===== src/rtl/isa_pkg.sv =====
// Shared ISA definitions: opcode encodings, instruction field positions, fetch states.
// Latency: n/a (constants and types only).
// Backpressure: n/a.
package isa_pkg;

   localparam logic [3:0] OP_AND = 4'b0000;
   localparam logic [3:0] OP_OR  = 4'b0001;
   localparam logic [3:0] OP_ADD = 4'b0010;
   localparam logic [3:0] OP_NOT = 4'b0011;
   localparam logic [3:0] OP_SUB = 4'b0110;
   localparam logic [3:0] OP_LDI = 4'b0111;
   localparam logic [3:0] OP_LD  = 4'b1000;
   localparam logic [3:0] OP_SD  = 4'b1010;
   localparam logic [3:0] OP_BNE = 4'b1110;
   localparam logic [3:0] OP_JMP = 4'b1111;

   // Opcode field inside the 32-bit instruction word
   localparam int OPC_MSB = 31;
   localparam int OPC_LSB = 28;

   typedef enum logic [1:0] {
      S_IDLE  = 2'd0,
      S_REQ   = 2'd1,
      S_ISSUE = 2'd2
   } fetch_state_t;

endpackage


===== src/rtl/instr_fetch_issue_if.sv =====
// Fetch/issue bus: imem req/ack side, decode valid/ready side, control feedback.
// Latency: n/a (wires only).
// Backpressure: imem via imem_ack, decode via decode_ready.
interface instr_fetch_issue_if #(
   parameter int PC_W = 16
) ();
   // instruction memory side
   logic            imem_req;
   logic [PC_W-1:0] imem_addr;
   logic            imem_ack;
   logic [31:0]     imem_rdata;
   // decode side
   logic [3:0]      Opcode;
   logic [31:0]     instr;
   logic            instr_valid;
   logic            decode_ready;
   logic [PC_W-1:0] pc_out;
   // control unit / datapath feedback, sampled on issue
   logic            Jump;
   logic            Branch;
   logic            branch_taken;

   // the fetch unit
   modport master (
      output imem_req, imem_addr, Opcode, instr, instr_valid, pc_out,
      input  imem_ack, imem_rdata, decode_ready, Jump, Branch, branch_taken
   );

   // memory + decode/control environment
   modport slave (
      input  imem_req, imem_addr, Opcode, instr, instr_valid, pc_out,
      output imem_ack, imem_rdata, decode_ready, Jump, Branch, branch_taken
   );
endinterface


===== src/rtl/next_pc_sel.sv =====
// Next-PC selection: jump target, taken-branch pc+1+sext(imm16), else pc+1.
// Latency: combinational.
// Backpressure: none; the caller decides when to load the result.
module next_pc_sel #(
   parameter int PC_W = 16
) (
   input  logic [PC_W-1:0] i_pc,
   input  logic [PC_W-1:0] i_jmp_tgt,
   input  logic [15:0]     i_imm,
   input  logic            i_jump,
   input  logic            i_branch,
   input  logic            i_taken,
   output logic [PC_W-1:0] o_next_pc
);

   // sign-extend bit 15 past PC_W, then keep the low PC_W bits (wraps for any PC_W)
   logic [PC_W+15:0] w_imm_ext;
   logic [PC_W-1:0]  w_offset;
   logic [PC_W-1:0]  w_seq_pc;

   assign w_imm_ext = {{PC_W{i_imm[15]}}, i_imm};
   assign w_offset  = w_imm_ext[PC_W-1:0];
   assign w_seq_pc  = i_pc + PC_W'(1);

   // jump beats branch; all sums are modulo 2^PC_W
   always_comb begin
      o_next_pc = w_seq_pc;
      if (i_jump)
         o_next_pc = i_jmp_tgt;
      else if (i_branch && i_taken)
         o_next_pc = w_seq_pc + w_offset;
   end

endmodule


===== src/rtl/instr_fetch_issue.sv =====
// Fetch/issue front end: holds PC, fetches from imem (req/ack), issues to decode (valid/ready).
// Latency: >=1 cycle from entering S_REQ to instr_valid; one issue per 2 cycles at best.
// Backpressure: req/addr held until imem_ack; instr/Opcode/pc_out held until decode_ready.
module instr_fetch_issue
   import isa_pkg::*;
#(
   parameter int              PC_W     = 16,
   parameter logic [PC_W-1:0] RESET_PC = '0
) (
   input  logic                clk,
   input  logic                reset,
   input  logic                run,
   instr_fetch_issue_if.master bus
);

   fetch_state_t    r_state;
   logic [PC_W-1:0] r_pc;
   logic [31:0]     r_instr;
   logic            r_imem_req;
   logic            r_instr_valid;
   logic [PC_W-1:0] w_next_pc;

   next_pc_sel #(.PC_W(PC_W)) u_next_pc_sel (
      .i_pc      (r_pc),
      .i_jmp_tgt (r_instr[PC_W-1:0]),
      .i_imm     (r_instr[15:0]),
      .i_jump    (bus.Jump),
      .i_branch  (bus.Branch),
      .i_taken   (bus.branch_taken),
      .o_next_pc (w_next_pc)
   );

   assign bus.imem_req    = r_imem_req;
   assign bus.imem_addr   = r_pc;
   assign bus.pc_out      = r_pc;
   assign bus.instr       = r_instr;
   assign bus.Opcode      = r_instr[OPC_MSB:OPC_LSB];
   assign bus.instr_valid = r_instr_valid;

   // fetch FSM; req/valid are registered alongside the state so they track it exactly
   always_ff @(posedge clk) begin
      if (reset) begin
         r_state       <= S_IDLE;
         r_pc          <= RESET_PC;
         r_instr       <= '0;
         r_imem_req    <= 1'b0;
         r_instr_valid <= 1'b0;
      end else begin
         case (r_state)
            S_IDLE: begin
               if (run) begin
                  r_state    <= S_REQ;
                  r_imem_req <= 1'b1;
               end
            end
            S_REQ: begin
               // run is deliberately ignored here: a started fetch always completes
               if (bus.imem_ack) begin
                  r_instr       <= bus.imem_rdata;
                  r_state       <= S_ISSUE;
                  r_imem_req    <= 1'b0;
                  r_instr_valid <= 1'b1;
               end
            end
            S_ISSUE: begin
               // control feedback only matters in the handshake cycle
               if (bus.decode_ready) begin
                  r_pc          <= w_next_pc;
                  r_instr_valid <= 1'b0;
                  if (run) begin
                     r_state    <= S_REQ;
                     r_imem_req <= 1'b1;
                  end else begin
                     r_state <= S_IDLE;
                  end
               end
            end
            default: begin
               r_state       <= S_IDLE;
               r_imem_req    <= 1'b0;
               r_instr_valid <= 1'b0;
            end
         endcase
      end
   end

endmodule


===== src/flat_wrapper.sv =====
// flat-port wrapper written by rule: the top's interface ports become plain ports
module instr_fetch_issue_flat import isa_pkg::*;
#(
   parameter int              PC_W     = 16,
   parameter logic [PC_W-1:0] RESET_PC = '0
)
  (clk, reset, run, bus_imem_req, bus_imem_addr, bus_Opcode, bus_instr, bus_instr_valid, bus_pc_out, bus_imem_ack, bus_imem_rdata, bus_decode_ready, bus_Jump, bus_Branch, bus_branch_taken);
  instr_fetch_issue_if #(.PC_W(PC_W)) bus_i ();
  input  logic clk;
  input  logic reset;
  input  logic run;
  output wire logic [$bits(bus_i.imem_req)-1:0] bus_imem_req;
  output wire logic [$bits(bus_i.imem_addr)-1:0] bus_imem_addr;
  output wire logic [$bits(bus_i.Opcode)-1:0] bus_Opcode;
  output wire logic [$bits(bus_i.instr)-1:0] bus_instr;
  output wire logic [$bits(bus_i.instr_valid)-1:0] bus_instr_valid;
  output wire logic [$bits(bus_i.pc_out)-1:0] bus_pc_out;
  input wire logic [$bits(bus_i.imem_ack)-1:0] bus_imem_ack;
  input wire logic [$bits(bus_i.imem_rdata)-1:0] bus_imem_rdata;
  input wire logic [$bits(bus_i.decode_ready)-1:0] bus_decode_ready;
  input wire logic [$bits(bus_i.Jump)-1:0] bus_Jump;
  input wire logic [$bits(bus_i.Branch)-1:0] bus_Branch;
  input wire logic [$bits(bus_i.branch_taken)-1:0] bus_branch_taken;
  assign bus_imem_req = bus_i.imem_req;
  assign bus_imem_addr = bus_i.imem_addr;
  assign bus_Opcode = bus_i.Opcode;
  assign bus_instr = bus_i.instr;
  assign bus_instr_valid = bus_i.instr_valid;
  assign bus_pc_out = bus_i.pc_out;
  assign bus_i.imem_ack = bus_imem_ack;
  assign bus_i.imem_rdata = bus_imem_rdata;
  assign bus_i.decode_ready = bus_decode_ready;
  assign bus_i.Jump = bus_Jump;
  assign bus_i.Branch = bus_Branch;
  assign bus_i.branch_taken = bus_branch_taken;
  instr_fetch_issue #(.PC_W(PC_W), .RESET_PC(RESET_PC)) u_core (.clk(clk), .reset(reset), .run(run), .bus(bus_i));
endmodule

===== config.mk =====
export PLATFORM = sky130hd
export DESIGN_NAME = instr_fetch_issue_flat
export DESIGN_NICKNAME = d
export VERILOG_FILES = /design/src/rtl/isa_pkg.sv /design/src/rtl/instr_fetch_issue_if.sv /design/src/rtl/next_pc_sel.sv /design/src/rtl/instr_fetch_issue.sv /design/src/flat_wrapper.sv
export SDC_FILE = /design/constraint.sdc
export NUM_CORES = 1
export LEC_CHECK = 0
export BUFFER_PORTS_ARGS = -buffer_cell sky130_fd_sc_hd__buf_2
export CAP_MARGIN = 20
export CORE_MARGIN = 1
export CORE_UTILIZATION = 36
export DETAILED_ROUTE_END_ITERATION = 16
export SETUP_SLACK_MARGIN = 0.15
export SYNTH_ARGS = -nofsm -noshare
export SYNTH_HDL_FRONTEND = slang
export SYNTH_SLANG_ARGS = --single-unit

===== constraint.sdc =====
create_clock -name clk -period 3 [get_ports clk]
set_input_delay 0.6 -clock clk [delete_from_list [all_inputs] [get_ports clk]]
set_output_delay 0.6 -clock clk [all_outputs]
set_load 0.05 [all_outputs]

==> impl_metrics.tcl, run 1 <==
set metrics [dict create \
    row_count 35 \
    die_w_um 99.8 \
    comb_power_share 0.200 \
    drc_errors 0 \
    hold_buffers 0 \
    grt_overflow 0 \
    syn_avg_cell_area_um2 7.44 \
    clk_latency_ns 0.31 \
    rsz0062_at_grt "yes" \
    crit_fanout 8 \
    drive_above_1_share 0.262 \
    htreeDepth 2 \
    power_density_nw_per_um2 387 \
    pre_cts_ws_ns 0.179 \
    slew-limit-headroom 0.482 \
    synth_nets 524 \
    syn_inst 463 \
    peakVddDrop_v 0.000229 \
    hold_class "register to register" \
    power_frac_seq 0.471 \
    status "completed" \
    antennaDiodeCount 0 \
    finalCritPeriodShare 0.934 \
    fin_nets 598 \
    cp.required_ns 3.21 \
    wl_per_cell_um 14.1 \
    wl_um 9430 \
    dr.first_iter.drc_count 167 \
    use_met2 0.308 \
    cts.sinks 52 \
    synth_edf_count 0 \
    grt_pass1_vias 3120 \
    p_switching_w 0.000505 \
    arrival_ns 3.01 \
    synthFlopType "dfxtp_1" \
    fmax_ghz 0.357 \
    critPathLaunchType "register" \
    leakage_nw 1.78 \
    via_per_inst 5.05 \
    grt_most_used_layer "met2" \
    start_util 0.373 \
    slowest_stage "dfxtp_2" \
    io_pins 110 \
    cts.clk_slew.worst_paths_ns 0.10 \
    cts_tree "done" \
    hold_viol 0 \
    whs_ns 0.457 \
    fin_setup_tns_ns 0 \
    root_buffer "clkbuf_8" \
    die_h_um 99.8 \
    use_met3 0.0411 \
    fin_worst_skew_ns 0.00560 \
    ys_warn_count 0 \
    finalSetupViolations 0 \
    firstDrtPassIters 4 \
    syn-cell-area_um2 3440 \
    antenna_found_initial 0 \
    grt_pass1_wl_um 15200 \
    pwr-share-clk 0.330 \
    cp_slowest_stage_delay_ns 0.41 \
    final_cell_mix "109 x buf_2, 92 x nand2_1, 65 x a21oi_1" \
    die_area_um2 9960 \
    synthArstFlopShare 0 \
    sw_frac_of_total 0.318 \
    ys_seq_area_frac 0.302 \
    grt_max_degree 41 \
    setup_ws_ns 0.198 \
    hpwl_um 6780 \
    gp_congestion 0.859 \
    fin_crit_ns 2.80 \
    clock_path_buffers 2 \
    core_region_area_um2 9240 \
    grt_usage 0.188 \
    internal-power_w 0.00108 \
    tightest_slew_ns 0.778 \
    portBuffers 109 \
    design_area_um2 4110 \
    ys_ff_latch 52 \
    post_dp_cell_area_um2 3930 \
    yosys.cell_types.count 56 \
    slew_violations 0 \
    dr_total_vias 3369 \
    drv_cap 0 \
    cts-buffers-inserted 5 \
    path_class "register to register" \
    grt_use_met1 0.254 \
    end_kind "register" \
    path_cells "and4_4, nand4_1, buf_4, nor2_1, xor2_1, ha_4, a21oi_1, o21bai_1, a21oi_1, o21ai_0, o21ai_0, nor4b_1" \
    area_growth_pct 19.2 \
    detail-route-antenna-nets 0 \
    layout_commonest_cell "buf_2" \
]
==> sequential cells by signal, summed over array words and instances, names as in the netlist <==
name / cells
u_core.bus.imem_req: 1
u_core.bus.instr_valid: 1
u_core.bus.imem_addr: 16
u_core.bus.instr: 32
u_core.r_state: 2
==> routing by layer <==
| metal | vias to the layer above | routed length, um |
|---|---|---|
| met3 | 12 | 613 |
| met4 | 0 | 104 |
| met5 | - | 0 |
| li1 | 1741 | - |
| met2 | 108 | 4240 |
| met1 | 1508 | 4470 |
==> kinds of logic after synthesis <==
logic type	after synthesis	synth area share
AOI/OAI and AO/OA	124	0.218
DFF	52	0.302
and+or+nand+nor	180	0.240
xor gates and xnor gates	26	0.0683
buffers and inverters	58	0.0872
muxes	2	0.00581
adders and majority gates	21	0.0785
==> stage by stage <==
| step | std cells | utilization | power [W] |
|---|---|---|---|
| floorplan | 463 | - | 0.000996 |
| global placement | 657 | 0.425 | 0.00108 |
| detailed placement | 657 | 0.425 | 0.00108 |
| CTS | 665 | 0.439 | 0.00161 |
| global route | 667 | 0.444 | 0.00167 |
| finish | 667 | 0.444 | 0.00159 |
==> synth_stat cells (2+ instances only) <==
master     n  area [um^2]
and3_1     4         25.0
o211a_1    2         20.0
a21boi_0   2         15.0
nand3_1   13         65.1
o211ai_1   5         37.5
nor4_1     3         18.8
a221oi_1   2         17.5
nor3b_1    2         15.0
a31oi_1    2         12.5
o21ai_0   17         85.1
nand4_1    4         25.0
buf_1      2         7.51
a211oi_1   6         45.0
xnor2_1   20          175
ha_1      20          250
inv_1     10         37.5
or3_1      2         12.5
nand2_1   92          345
xor2_1     5         43.8
nor3_1     7         35.0
clkbuf_1  22         82.6
o31ai_1    2         15.0
a21oi_1   66          330
nand2b_1   6         37.5
buf_2      3         15.0
and4_1     2         17.5
nand3b_1   4         30.0
buf_4     21          158
dfxtp_1   52         1040
a311o_1    2         20.0
and4_4     2         22.5
and2_1     4         25.0
o21bai_1   3         22.5
nor2_1    29          109
o22ai_1    2         12.5
nor2b_1    2         12.5
mux2i_1    2         20.0
==> worst max-delay path: cells and delay by family, from the launching register on <==
kind | cells | cell delay [ns]
AO/OA/AOI/OAI | 5 | 0.69
adder cells (fa/ha/maj) | 1 | 0.28
buffers and inverters | 1 | 0.20
AND/OR/NAND/NOR | 4 | 0.79
XOR/XNOR | 1 | 0.33
flip-flops | 1 | 0.41
==> power groups by stage <==
| stage | logic (W) | registers (W) | clock network (W) |
|---|---|---|---|
| after global placement | 0.000313 | 0.000762 | 0 |
| after floorplan | 0.000155 | 0.000841 | 0 |
| after detailed placement | 0.000317 | 0.000763 | 0 |
| after global routing | 0.000345 | 0.000753 | 0.000574 |
| after CTS | 0.000318 | 0.000747 | 0.000540 |
| final | 0.000317 | 0.000747 | 0.000524 |
==> final cells by class <==
class | instances | area (um^2)
clock buffers | 6 | 82.6
clock inverters | 2 | 38.8
fillers | 985 | 5130
inverters | 10 | 37.5
multi-input cells | 353 | 2150
flip-flops and latches | 52 | 1050
well taps | 129 | 161
repair buffers | 115 | 591
==> final timing paths <==
check,cells after the start,slack [ns],from,to
worst min-delay path,2,0.46,u_core.bus.instr[18]$_SDFFE_PP0P_,u_core.bus.instr[18]$_SDFFE_PP0P_
worst max-delay path,12,0.20,u_core.bus.imem_addr[2]$_SDFFE_PP0P_,u_core.bus.imem_addr[15]$_SDFFE_PP0P_
worst min register to register,2,0.46,u_core.bus.instr[18]$_SDFFE_PP0P_,u_core.bus.instr[18]$_SDFFE_PP0P_
worst max register to register,12,0.20,u_core.bus.imem_addr[2]$_SDFFE_PP0P_,u_core.bus.imem_addr[15]$_SDFFE_PP0P_
==> timing repair <==
action,CTS,global route
pin swaps,0,1
setup buffers,0,2
resized for setup,1,7
setup endpoints to repair,2,5
Note: power is estimated with default switching activity, not from simulation.
==> inputs of run 2 (changes only) <==
--- a/config.mk
+++ b/config.mk
@@ -10,6 +10,7 @@
 export CORE_MARGIN = 1
 export CORE_UTILIZATION = 36
 export DETAILED_ROUTE_END_ITERATION = 16
+export MAX_ROUTING_LAYER = met4
 export SETUP_SLACK_MARGIN = 0.15
 export SYNTH_ARGS = -nofsm -noshare
 export SYNTH_HDL_FRONTEND = slang
==> impl_metrics.tcl, run 2 (synthesis gave the netlist of run 1 again) <==
set metrics [dict create \
    die_h_um 99.8 \
    largest_register_ffs 32 \
    cts_tree "done" \
    multi_input_area_um2 2150 \
    fin_crit_ns 2.81 \
    crit_fanout 8 \
    final_cell_mix "109 x buf_2, 92 x nand2_1, 65 x a21oi_1" \
    cts.sinks 52 \
    firstDrtPassIters 4 \
    finalSetupViolations 0 \
    root_buffer "clkbuf_8" \
    slew_violations 0 \
    worstReg2RegStart "u_core.bus.imem_addr[2]$_SDFFE_PP0P_" \
    gp_congestion 0.873 \
    hold_viol 0 \
    final-seq-area_um2 1050 \
    fin_total_pwr_w 0.00159 \
    wl_um 9390 \
    clk_latency_ns 0.31 \
    antennaDiodeCount 0 \
    rsz0062_at_grt "yes" \
    via_per_inst 5.06 \
    status "completed" \
    slew-limit-headroom 0.488 \
    grt_max_degree 41 \
    finalCritPeriodShare 0.938 \
    startpoint "u_core.bus.imem_addr[2]$_SDFFE_PP0P_" \
    fin_worst_skew_ns 0.0101 \
    grt_usage 0.193 \
    peakVddDrop_v 0.000229 \
    start_util 0.373 \
    htreeDepth 2 \
    area_growth_pct 19.2 \
    die_w_um 99.8 \
    fin_nets 598 \
    power_density_nw_per_um2 387 \
    drc_errors 0 \
    endpoint "u_core.bus.imem_addr[15]$_SDFFE_PP0P_" \
    grt_pass1_wl_um 15200 \
    tightest_slew_ns 0.767 \
    cts.clk_slew.worst_paths_ns 0.11 \
    grt_pass1_vias 3121 \
    layout_commonest_cell "buf_2" \
    grt_overflow 0 \
    row_count 35 \
    die_area_um2 9960 \
    arrival_ns 3.02 \
    cp.required_ns 3.20 \
    wl_per_cell_um 14.1 \
    core_region_area_um2 9240 \
    critPathLaunchType "register" \
    dr.first_iter.drc_count 179 \
    hold_buffers 0 \
    r2r_end "u_core.bus.imem_addr[15]$_SDFFE_PP0P_" \
    fmax_ghz 0.355 \
    portBuffers 109 \
    detail-route-antenna-nets 0 \
    antenna_found_initial 0 \
    clock_path_buffers 2 \
    hpwl_um 6780 \
    hold_class "register to register" \
    fin_setup_tns_ns 0 \
    io_pins 110 \
    cts-buffers-inserted 5 \
    reg2reg_depth 12 \
    r2r_slack_ns 0.19 \
    drive_above_1_share 0.262 \
    fill_cells 985 \
    dr_total_vias 3374 \
    path_class "register to register" \
    end_kind "register" \
    drv_cap 0 \
    leakage_nw 1.78 \
]
==> run 2: worst min path at each step <==
stage,start,to,cells after the start,slack (ns)
final,u_core.bus.instr[18]$_SDFFE_PP0P_,u_core.bus.instr[18]$_SDFFE_PP0P_,2,0.46
after global routing,u_core.bus.instr[18]$_SDFFE_PP0P_,u_core.bus.instr[18]$_SDFFE_PP0P_,2,0.48
after CTS,u_core.bus.instr[18]$_SDFFE_PP0P_,u_core.bus.instr[18]$_SDFFE_PP0P_,2,0.46
after detailed placement,u_core.bus.instr[18]$_SDFFE_PP0P_,u_core.bus.instr[18]$_SDFFE_PP0P_,2,0.44
after global placement,u_core.bus.instr[18]$_SDFFE_PP0P_,u_core.bus.instr[18]$_SDFFE_PP0P_,2,0.44
after floorplan,u_core.r_state[1]$_SDFFE_PP0P_,u_core.r_state[1]$_SDFFE_PP0P_,3,0.57
==> run 2: cell type report <==
class,count,share of cell area
sequential,52,0.255
tap,129,0.0393
clock inverter,2,0.00945
timing repair buffer,115,0.144
multi-input combinational,353,0.523
clock buffer,6,0.0201
inverter,10,0.00914
==> run 2: critical path, stage by stage (launching register included) <==
cell and delay (ns):
dfxtp_2 0.41, and4_4 0.25, nand4_1 0.17, buf_4 0.19, nor2_1 0.12, xor2_1 0.33, ha_4 0.28, a21oi_1 0.21
o21bai_1 0.08, a21oi_1 0.16, o21ai_0 0.14, o21ai_0 0.10, nor4b_1 0.25
==> run 2: routing by layer <==
layer  vias to the layer above  share of wire  global-route usage
li1                       1740              -                   -
met1                      1512           0.48               0.258
met2                       116           0.45               0.308
met3                         6          0.059              0.0334
met4                         0         0.0054              0.0362
met5                         -              0                   -
==> run 2: stage by stage <==
step                      area, um^2  worst slack (ns)  hold slack, ns  instances   util
final                           4110             0.185           0.455        667  0.444
after global routing            4110            0.0890           0.478        667  0.444
after CTS                       4060             0.193           0.458        665  0.439
after detailed placement        3930             0.179           0.443        657  0.425
after global placement          3930             0.271           0.440        657  0.425
after floorplan                 3450             0.177           0.569        463      -
==> run 2: timing repair <==
| action | in CTS | in global routing |
|---|---|---|
| setup buffers | 0 | 2 |
| gates resized for setup | 1 | 7 |
| cloned | 0 | 0 |
| setup endpoints to repair | 2 | 5 |
| pin swaps | 0 | 1 |
==> run 2: report_power, final <==
group	total (W)	leakage, nW	internal [W]	switching, W
Clock	0.000525	0.0614	0.000273	0.000251
Sequential	0.000747	0.425	0.000717	0.0000303
Combinational	0.000317	1.29	0.0000932	0.000224
